$ cat config.mk
export PLATFORM = sky130hd
export DESIGN_NAME = mem_arbiter
export DESIGN_NICKNAME = d
export VERILOG_FILES = /design/src/rtl/mem_arbiter.sv
export SDC_FILE = /design/constraint.sdc
export NUM_CORES = 1
export LEC_CHECK = 0
export ABC_AREA = 1
export CAP_MARGIN = 20
export CELL_PAD_IN_SITES_DETAIL_PLACEMENT = 1
export CELL_PAD_IN_SITES_GLOBAL_PLACEMENT = 1
export CORE_MARGIN = 4
export CORE_UTILIZATION = 31
export CTS_BUF_LIST = sky130_fd_sc_hd__clkbuf_8
export DETAILED_ROUTE_END_ITERATION = 7
export GPL_TIMING_DRIVEN = 0
export PLACE_DENSITY_LB_ADDON = 0.15
export SYNTH_ARGS = -nofsm -noshare
export SYNTH_HDL_FRONTEND = slang
export SYNTH_SLANG_ARGS = --single-unit
$ cat constraint.sdc
create_clock -name clk -period 2.6 [get_ports clk]
set_clock_uncertainty 0.1 [all_clocks]
set_input_delay 0.26 -clock clk [delete_from_list [all_inputs] [get_ports clk]]
set_output_delay 0.26 -clock clk [all_outputs]
set_load 0.05 [all_outputs]
$ cat src/rtl/mem_arbiter.sv
// mem_arbiter: fetch/load-store arbiter and access sequencer for a single-port big-endian byte memory.
// Define MEM_ARB_ROUND_ROBIN_EN for round-robin contention grants; otherwise the D-port always wins.
module mem_arbiter #(
  parameter int MEM_BYTES = 5096
) (
  input  logic        clk,
  input  logic        reset,
  input  logic        i_req_valid,
  output logic        i_req_ready,
  input  logic [31:0] i_req_addr,
  output logic        i_rsp_valid,
  output logic [31:0] i_rsp_data,
  input  logic        d_req_valid,
  output logic        d_req_ready,
  input  logic [31:0] d_req_addr,
  input  logic        d_req_we,
  input  logic [2:0]  d_req_funct3,
  input  logic [31:0] d_req_wdata,
  output logic        d_rsp_valid,
  output logic [31:0] d_rsp_data,
  output logic [31:0] mem_address,
  output logic [31:0] mem_wr_data,
  output logic        mem_wr_enable,
  output logic [2:0]  mem_write_length,
  input  logic [31:0] mem_read_data
);
  typedef enum logic [1:0] {IDLE, ACCESS, RESP} state_t;
  state_t state_q, state_d;
  logic [31:0] addr_q, addr_d, wdata_q, wdata_d;
  logic [31:0] i_rsp_data_q, i_rsp_data_d, d_rsp_data_q, d_rsp_data_d;
  logic [31:0] ld_data, st_data;
  logic [2:0]  f3_q, f3_d;
  logic        we_q, we_d, own_d_q, own_d_d;
  logic        i_rsp_valid_q, i_rsp_valid_d, d_rsp_valid_q, d_rsp_valid_d;
  logic        gnt_d, accept, access, in_range;
`ifdef MEM_ARB_ROUND_ROBIN_EN
  logic last_d_q, last_d_d;
  always_comb begin
    gnt_d = d_req_valid & (~i_req_valid | ~last_d_q);
    last_d_d = accept ? d_req_ready : last_d_q;
  end
  always_ff @(posedge clk) last_d_q <= reset ? 1'b0 : last_d_d;
`else
  always_comb gnt_d = d_req_valid;
`endif
  always_comb begin
    access = state_q == ACCESS;
    d_req_ready = ~reset & ~access & gnt_d;
    i_req_ready = ~reset & ~access & i_req_valid & ~gnt_d;
    accept = d_req_ready | i_req_ready;
    in_range = ({1'b0, addr_q} + 33'd3) < 33'(MEM_BYTES);
    ld_data = ~in_range ? 32'd0 :
              f3_q == 3'd0 ? {{24{mem_read_data[31]}}, mem_read_data[31:24]} :
              f3_q == 3'd1 ? {{16{mem_read_data[31]}}, mem_read_data[31:16]} :
              f3_q == 3'd2 ? mem_read_data :
              f3_q == 3'd4 ? {24'd0, mem_read_data[31:24]} :
              f3_q == 3'd5 ? {16'd0, mem_read_data[31:16]} : 32'd0;
    st_data = f3_q[1:0] == 2'd0 ? {wdata_q[7:0], 24'd0} :
              f3_q[1:0] == 2'd1 ? {wdata_q[15:0], 16'd0} :
              f3_q[1:0] == 2'd2 ? wdata_q : 32'd0;
    mem_address = access ? addr_q : 32'd0;
    mem_write_length = access ? {1'b0, f3_q[1:0]} : 3'd0;
    mem_wr_data = (access & we_q) ? st_data : 32'd0;
    mem_wr_enable = access & we_q & in_range & ~f3_q[2] & (f3_q[1:0] != 2'd3) & ~reset;
    state_d = accept ? ACCESS : access ? RESP : IDLE;
    addr_d = d_req_ready ? d_req_addr : i_req_ready ? i_req_addr : addr_q;
    we_d = d_req_ready ? d_req_we : i_req_ready ? 1'b0 : we_q;
    f3_d = d_req_ready ? d_req_funct3 : i_req_ready ? 3'd2 : f3_q;
    wdata_d = d_req_ready ? d_req_wdata : i_req_ready ? 32'd0 : wdata_q;
    own_d_d = accept ? d_req_ready : own_d_q;
    i_rsp_valid_d = access & ~own_d_q;
    d_rsp_valid_d = access & own_d_q;
    i_rsp_data_d = i_rsp_valid_d ? ld_data : i_rsp_data_q;
    d_rsp_data_d = d_rsp_valid_d ? (we_q ? 32'd0 : ld_data) : d_rsp_data_q;
  end
  always_ff @(posedge clk) begin
    if (reset) begin
      state_q <= IDLE;
      addr_q <= '0;
      wdata_q <= '0;
      f3_q <= '0;
      we_q <= 1'b0;
      own_d_q <= 1'b0;
      i_rsp_valid_q <= 1'b0;
      d_rsp_valid_q <= 1'b0;
      i_rsp_data_q <= '0;
      d_rsp_data_q <= '0;
    end else begin
      state_q <= state_d;
      addr_q <= addr_d;
      wdata_q <= wdata_d;
      f3_q <= f3_d;
      we_q <= we_d;
      own_d_q <= own_d_d;
      i_rsp_valid_q <= i_rsp_valid_d;
      d_rsp_valid_q <= d_rsp_valid_d;
      i_rsp_data_q <= i_rsp_data_d;
      d_rsp_data_q <= d_rsp_data_d;
    end
  end
  assign i_rsp_valid = i_rsp_valid_q;
  assign d_rsp_valid = d_rsp_valid_q;
  assign i_rsp_data = i_rsp_data_q;
  assign d_rsp_data = d_rsp_data_q;
endmodule
# Yosys cells after proc, flatten, opt, wreduce, memory -nomap -nowiden
# Cells that the tools add are included.
[word_totals]
register_bits = 137
mem_bits_ro = 0
word_cells = 65
in_bits = 136
out_inout_bits = 136
latchBits = 0
mem_bits_rw = 0
memories = 0
[classes]
div_mod_pow = 0
n_reduce_logical = 4
n_shift = 0
bitwise_logic = 17
mux = 23
eq_ne = 8
add_sub_neg = 1
multipliers = 0
n_lt_le_gt_ge = 1
[op_table]
columns = ["op", "count"]
rows = [
  ["$mux 32", 14],
  ["$add 32x2->33 const B", 1],
  ["$lt 33x13->1 const B", 1],
  ["$mux 16", 2],
  ["$and 1x1->1", 11],
  ["$eq 3x3->1 const B", 2],
  ["$mux 3", 2],
  ["$not 1->1", 5],
  ["$eq 2x1->1 const B", 2],
  ["$mux 2", 2],
  ["$eq 3x1->1 const B", 1],
  ["$eq 3x2->1 const B", 1],
  ["$logic_not 3->1", 1],
  ["$mux 1", 3],
  ["$eq 2x2->1 const B", 1],
  ["$logic_not 2->1", 1],
  ["$ne 2x2->1 const B", 1],
  ["$reduce_bool 2->1", 1],
  ["$reduce_or 2->1", 1],
  ["$or 1x1->1", 1],
]

# Depth between registers and ports, before layout
[logic_depth]
depth_word = 8
ltp_mapped = 15
depth_no_buf = 13

# Least setup slack after synthesis
# No wires, ideal clock.
[synth_timing]
kind = "reg2out"
start = "reg f3_q[0]"
end = "out mem_wr_data[24]"
n_path_buf = 3
t_required_ns = 2.240
path_stages_with_launch = 8
path_slack_ns = -0.333
t_arrival_ns = 2.573
cell_sequence = "dfxtp_1 -> buf_2 -> inv_1 -> nor2_1 -> clkbuf_1 -> buf_1 -> a221oi_1 -> a211oi_1"
[synth_between]
elab_chain_len = 5
elab_cells_between_ends = 7
cone_classes = "eq/ne (2); mux (4); reduce/logical (1)"
[synth_rtl]
columns = ["element", "line", "rtl"]
rows = [
  ["start: declaration", "32", "logic [2:0] f3_q, f3_d;"],
  ["start signal: assignment", "81", "f3_q <= '0;"],
  ["start signal: assignment", "92", "f3_q <= f3_d;"],
  ["$eq 2x2->1", "60", "f3_q[1:0] == 2'd2 ? wdata_q : 32'd0;"],
  ["$mux 32", "60", ""],
  ["$mux 32", "59", "f3_q[1:0] == 2'd1 ? {wdata_q[15:0], 16'd0} :"],
  ["$mux 32 *", "58", "st_data = f3_q[1:0] == 2'd0 ? {wdata_q[7:0], 24'd0} :"],
  ["$mux 32 *", "63", "mem_wr_data = (access & we_q) ? st_data : 32'd0;"],
  ["end: declaration", "22", "output logic [31:0] mem_wr_data,"],
]
# Mark *: on every way between the ends. The rest lies on a longest branch, timed or not.

# Final worst setup path
[layout_timing]
start = "reg addr_q[10]"
end = "out mem_wr_enable"
[layout_between]
elab_chain_len = 6
[layout_rtl]
columns = ["element", "line", "rtl"]
rows = [
  ["start: declaration", "29", "logic [31:0] addr_q, addr_d, wdata_q, wdata_d;"],
  ["start signal: assignment", "90", "addr_q <= addr_d;"],
  ["$add 32x2->33", "51", "in_range = ({1'b0, addr_q} + 33'd3) < 33'(MEM_BYTES);"],
  ["$lt 33x13->1", "51", ""],
  ["$and 1x1->1 (4 in a row)", "64", "mem_wr_enable = access & we_q & in_range & ~f3_q[2] & (f3_q[1:0] != 2'd3) & ~reset;"],
  ["end: declaration", "23", "output logic mem_wr_enable,"],
]
# Every way passes these cells.

==> results_tabular.tex <==
\begin{tabular}{lr}
\hline
Metric & Value \\
\hline
\multicolumn{2}{l}{\textbf{Yosys}} \\
\quad Yosys synthesis warning count & 0 \\
\quad Leading cell types by total area after synthesis & sky130\_fd\_sc\_hd\_\_dfxtp\_1 (39\%), sky130\_fd\_sc\_hd\_\_nand2\_1 (11\%), sky130\_fd\_sc\_hd\_\_a21oi\_1 (8.3\%), sky130\_fd\_sc\_hd\_\_nor2\_1 (7.2\%), sky130\_fd\_sc\_hd\_\_o21ai\_0 (5.2\%) \\
\quad Leading cell types by count after synthesis & sky130\_fd\_sc\_hd\_\_nand2\_1 (210), sky130\_fd\_sc\_hd\_\_dfxtp\_1 (137), sky130\_fd\_sc\_hd\_\_nor2\_1 (133), sky130\_fd\_sc\_hd\_\_a21oi\_1 (116), sky130\_fd\_sc\_hd\_\_inv\_1 (84) \\
\quad Area share of the largest cell type after synthesis & 0.394 \\
\quad Share of synthesized cell area in and, or, nand and nor gates & 0.293 \\
\quad Number of synthesized register bits & $\sim$140 \\
\quad Post-Synthesis Net Count & around 1200 \\
\quad Library cells used by synthesis & 32 \\
\quad Share of cell area taken by muxes after synthesis & 0 \\
\quad Number of instances in the synthesized netlist & between 1000 and 1500 \\
\quad Library cell occupying the most area in the post-synthesis netlist & sky130\_fd\_sc\_hd\_\_dfxtp\_1 \\
\quad Post-synthesis instance area & roughly 0.0070 sq mm \\
\quad Async set-or-reset flop fraction in the synthesized netlist & 0 \\
\quad Ys flop type & sky130\_fd\_sc\_hd\_\_dfxtp\_1 \\
\quad Synthesized area per cell & about 6.7 sq um \\
\quad Dominant combinational cell family by area after synthesis & simple AND/OR/NAND/NOR gates \\
\quad Portion of the post-synthesis area used by sequential elements & 0.394 \\
\quad XOR/XNOR Fraction of Synth Area & 0 \\
\quad Number of enable flip-flop cells after synthesis & 0 \\
\quad Most frequently used cell type in the post-synthesis netlist & sky130\_fd\_sc\_hd\_\_nand2\_1 \\
\quad Synth Area in Compound Gates & 0.212 \\
\quad Share of synthesized cell area in full adder, half adder and majority cells & 0 \\
\multicolumn{2}{l}{\textbf{Clocking}} \\
\quad Clock tree from TritonCTS & built \\
\quad Maximum buffer depth of the clock tree & 2 \\
\quad CTS Hold Bufs & 0 \\
\quad TritonCTS Buffers & 17 \\
\quad Clock latency on the worst-skew pair & roughly 460 ps \\
\quad Cell chosen for the clock root & sky130\_fd\_sc\_hd\_\_clkbuf\_8 \\
\quad Total number of H-tree levels & 4 \\
\quad Clock-pin slew on the worst setup and hold paths & $\sim$100 ps \\
\quad TritonCTS sink count & 137 \\
\multicolumn{2}{l}{\textbf{Power and ir drop}} \\
\quad Seq pwr share & 0.406 \\
\quad Clock share of power & 0.283 \\
\quad Switching share of power & 0.397 \\
\quad Reported net switching power & 2400 uW \\
\quad Peak supply drop & 0.000293 V \\
\quad Power Density & about 550 mW/mm\^{}2 \\
\quad Cell Int Power & between 3000 and 4000 uW \\
\quad Cell leakage power & 0.00412 uW \\
\quad Portion of total power attributed to combinational logic & 0.311 \\
\multicolumn{2}{l}{\textbf{Hold path}} \\
\quad Class of the tightest hold or removal check & in -> reg \\
\multicolumn{2}{l}{\textbf{Floorplan}} \\
\quad Count of pins on the block boundary & about 270 \\
\quad \# rows & 54 \\
\quad Starting density of the core & 0.317 \\
\quad Core region area & 0.0220 sq mm \\
\quad Vertical die dimension & between 150 and 200 um \\
\quad Die area & around 0.025 sq mm \\
\quad Horiz. Die Dim & approximately 160 um \\
\multicolumn{2}{l}{\textbf{Critical path}} \\
\quad Sort of element at the start of the critical path & register \\
\quad Critical path start-end classification & reg -> out \\
\quad Critical Path RT & around 2200 ps \\
\quad Maximum fanout along the worst path & 4 \\
\quad Kind of cell with the highest combined delay on the critical path & simple AND/OR/NAND/NOR gates \\
\quad CP max stage cell & sky130\_fd\_sc\_hd\_\_dfxtp\_4 \\
\quad List of cells traversed by the critical path & nand2\_4 > nor2\_4 > buf\_6 > nand2\_2 > nor2\_4 > nand3\_1 > nand2\_1 > nand2\_1 > nor2\_1 > nand2\_1 > nor2\_4 > buf\_6 > nand2\_4 > nor3\_4 > buf\_6 \\
\quad Kind of capture point of the worst setup path & output port \\
\quad Delay of the slowest cell on the worst path & 390 ps \\
\quad Arrival time at the worst endpoint & roughly 2500 ps \\
\quad Buffers and inverters on the worst path & 3 \\
\multicolumn{2}{l}{\textbf{Routing}} \\
\quad First-iteration detailed-routing DRC count & 509 \\
\quad Drt first pass iters & 5 \\
\quad WL final & 31600 um \\
\quad DRC violations left & 0 \\
\quad Vias per inst & about 5.2 \\
\quad Final routed wire length divided by cell count & roughly 19 um \\
\quad Total via count after detailed routing & roughly 8500 \\
\quad Number of antenna-violating nets in the routed design & 0 \\
\multicolumn{2}{l}{\textbf{Flow run}} \\
\quad Max-cap violation count & 0 \\
\multicolumn{2}{l}{\textbf{Layout}} \\
\quad Area Growth Syn to Fin & 56.7\% \\
\quad Core Util, Final & 0.497 \\
\quad Share of post-route cells with drive strength above 1 & 0.198 \\
\quad Combined flip-flop and latch cell area & approximately 0.0028 sq mm \\
\quad Area of the multi-input gates & approximately 0.0039 sq mm \\
\quad \# nets final & 1488 \\
\quad Fill cell count & $\sim$2800 \\
\multicolumn{2}{l}{\textbf{Outcome}} \\
\quad Failing checks & setup timing \\
\quad Outcome & complete, but fails checks \\
\multicolumn{2}{l}{\textbf{GRT}} \\
\quad Number of global-route vias before repair & 8529 \\
\quad Wire length of the first global-routing pass & approximately 48000 um \\
\quad Overall fraction of global-route tracks in use & 0.246 \\
\quad Pin count of the biggest net entering global routing & 19 \\
\quad Total congestion overflow & 0 \\
\quad Initial antenna violation count & 1 \\
\multicolumn{2}{l}{\textbf{Timing}} \\
\quad Count of final setup violators & 1 \\
\quad Final worst setup slack & -257 ps \\
\quad Hold violation count in the final report & 0 \\
\quad Unrepaired setup endpoints after global routing & yes \\
\quad Slew @ Worst Pin & about 640 ps \\
\quad Final cycle utilization of the critical path & 1.10 \\
\quad Final Max Slew Viols & 0 \\
\quad Fmax achieved & 350 MHz \\
\quad Worst hold margin & slightly below 200 ps \\
\quad Max-slew headroom & 0.570 \\
\quad Time the final worst path needs with I/O delays and setup & 2860 ps \\
\multicolumn{2}{l}{\textbf{Placed design}} \\
\quad Setup slack at placement & -982 ps \\
\quad Final Wtd Congestion & $\sim$0.94 \\
\quad Buffers on Ports & about 270 \\
\quad Half-perimeter wire length after detailed placement & 24400 um \\
\hline
\end{tabular}
cell families (layout without fill, tap and decap cells):
kind of cell | after synthesis | count (layout)
flops | 137 | 137
other cells | 1 | 2
simple gates | 474 | 474
compound gates | 260 | 260
buf+inv | 164 | 493
path summary, 6_finish.rpt:
| path | startpoint | to | slack, ps | cells after the start |
|---|---|---|---|---|
| setup / recovery | addr_q[10]$_SDFFE_PP0P_ | mem_wr_enable | -260 | 15 |
| setup reg to reg | addr_q[10]$_SDFFE_PP0P_ | d_rsp_data[26]$_SDFFE_PP0P_ | 40 | 16 |
| hold / removal | reset | d_rsp_data[31]$_SDFFE_PP0P_ | 190 | 2 |
| hold reg to reg | d_rsp_data[25]$_SDFFE_PP0P_ | d_rsp_data[25]$_SDFFE_PP0P_ | 370 | 2 |
layer usage:
metal	global-route usage	routed length [um]	vias to the layer above
met5	0	0	-
met4	0.0578	552	0
met3	0.0547	2270	36
met2	0.395	14700	275
met1	0.337	14000	4099
li1	-	-	4128
worst reg2reg max path: stages (launching register included):
cell	delay [ps]
sky130_fd_sc_hd__dfxtp_4	390
sky130_fd_sc_hd__nand2_4	60
sky130_fd_sc_hd__nor2_4	170
sky130_fd_sc_hd__buf_6	120
sky130_fd_sc_hd__nand2_2	50
sky130_fd_sc_hd__nor2_4	150
sky130_fd_sc_hd__nand3_1	120
sky130_fd_sc_hd__nand2_1	80
sky130_fd_sc_hd__nand2_1	50
sky130_fd_sc_hd__nor2_1	100
sky130_fd_sc_hd__nand2_1	90
sky130_fd_sc_hd__nor2_4	150
sky130_fd_sc_hd__buf_6	120
sky130_fd_sc_hd__buf_4	240
sky130_fd_sc_hd__buf_6	180
sky130_fd_sc_hd__nand4_1	140
sky130_fd_sc_hd__a21oi_2	160
sequential cells by signal (all words and copies together), names as in the netlist, 2 cells and up:
register    count
wdata_q        32
i_rsp_data     32
state_q         2
f3_q            3
addr_q         32
d_rsp_data     32
power groups by stage:
stage	logic, uW	registers (uW)	clock network (uW)
after global placement	1740	2460	0
after CTS	1840	2440	1760
after floorplan	865	2610	0
after detailed placement	1760	2460	0
final	1880	2450	1710
after global routing	2030	2480	1860
final cells by class:
class / instances / area share
repair buffers: 301 / 0.258
plain buffers: 68 / 0.0340
inverters: 92 / 0.0320
flip-flops and latches: 137 / 0.256
well taps: 280 / 0.0321
diodes: 1 / 0.000229
clock buffers: 17 / 0.0215
multi-input cells: 735 / 0.353
clock inverters: 15 / 0.0127
layout by cell type, fill, tap and decap left out, types with 38 or more instances in the layout:
cell                              Yosys  layout
sky130_fd_sc_hd__dfxtp_1            137     113
sky130_fd_sc_hd__clkbuf_1            51      41
sky130_fd_sc_hd__inv_1               84      83
sky130_fd_sc_hd__nand3_1             59      52
sky130_fd_sc_hd__nor2_1             133     101
sky130_fd_sc_hd__nand4_1             38      38
sky130_fd_sc_hd__a21oi_1            116     110
sky130_fd_sc_hd__nand2_1            210     190
sky130_fd_sc_hd__clkdlybuf4s50_1      0     201
sky130_fd_sc_hd__buf_4                6      39
sky130_fd_sc_hd__o21ai_0             72      69
per-stage QoR:
| step | power (uW) | instances | cell area, sq um | TNS [ps] |
|---|---|---|---|---|
| 5_1_grt | 6360 | 1646 | 10900 | -3100 |
| 3_3_place_gp | 4200 | 1585 | 10000 | -17960 |
| 3_5_place_dp | 4230 | 1585 | 10000 | -20080 |
| 4_1_cts | 6040 | 1645 | 10700 | -2180 |
| 2_1_floorplan | 3470 | 1036 | 6970 | 0 |
| 6_report | 6050 | 1646 | 10900 | -257 |
what timing repair did:
item,in CTS,in global routing
resized for setup,387,108
setup buffers,32,6
gates cloned,0,0
pin swaps,19,31
setup endpoints to repair,92,138
Power figures use the tool's default switching activity.
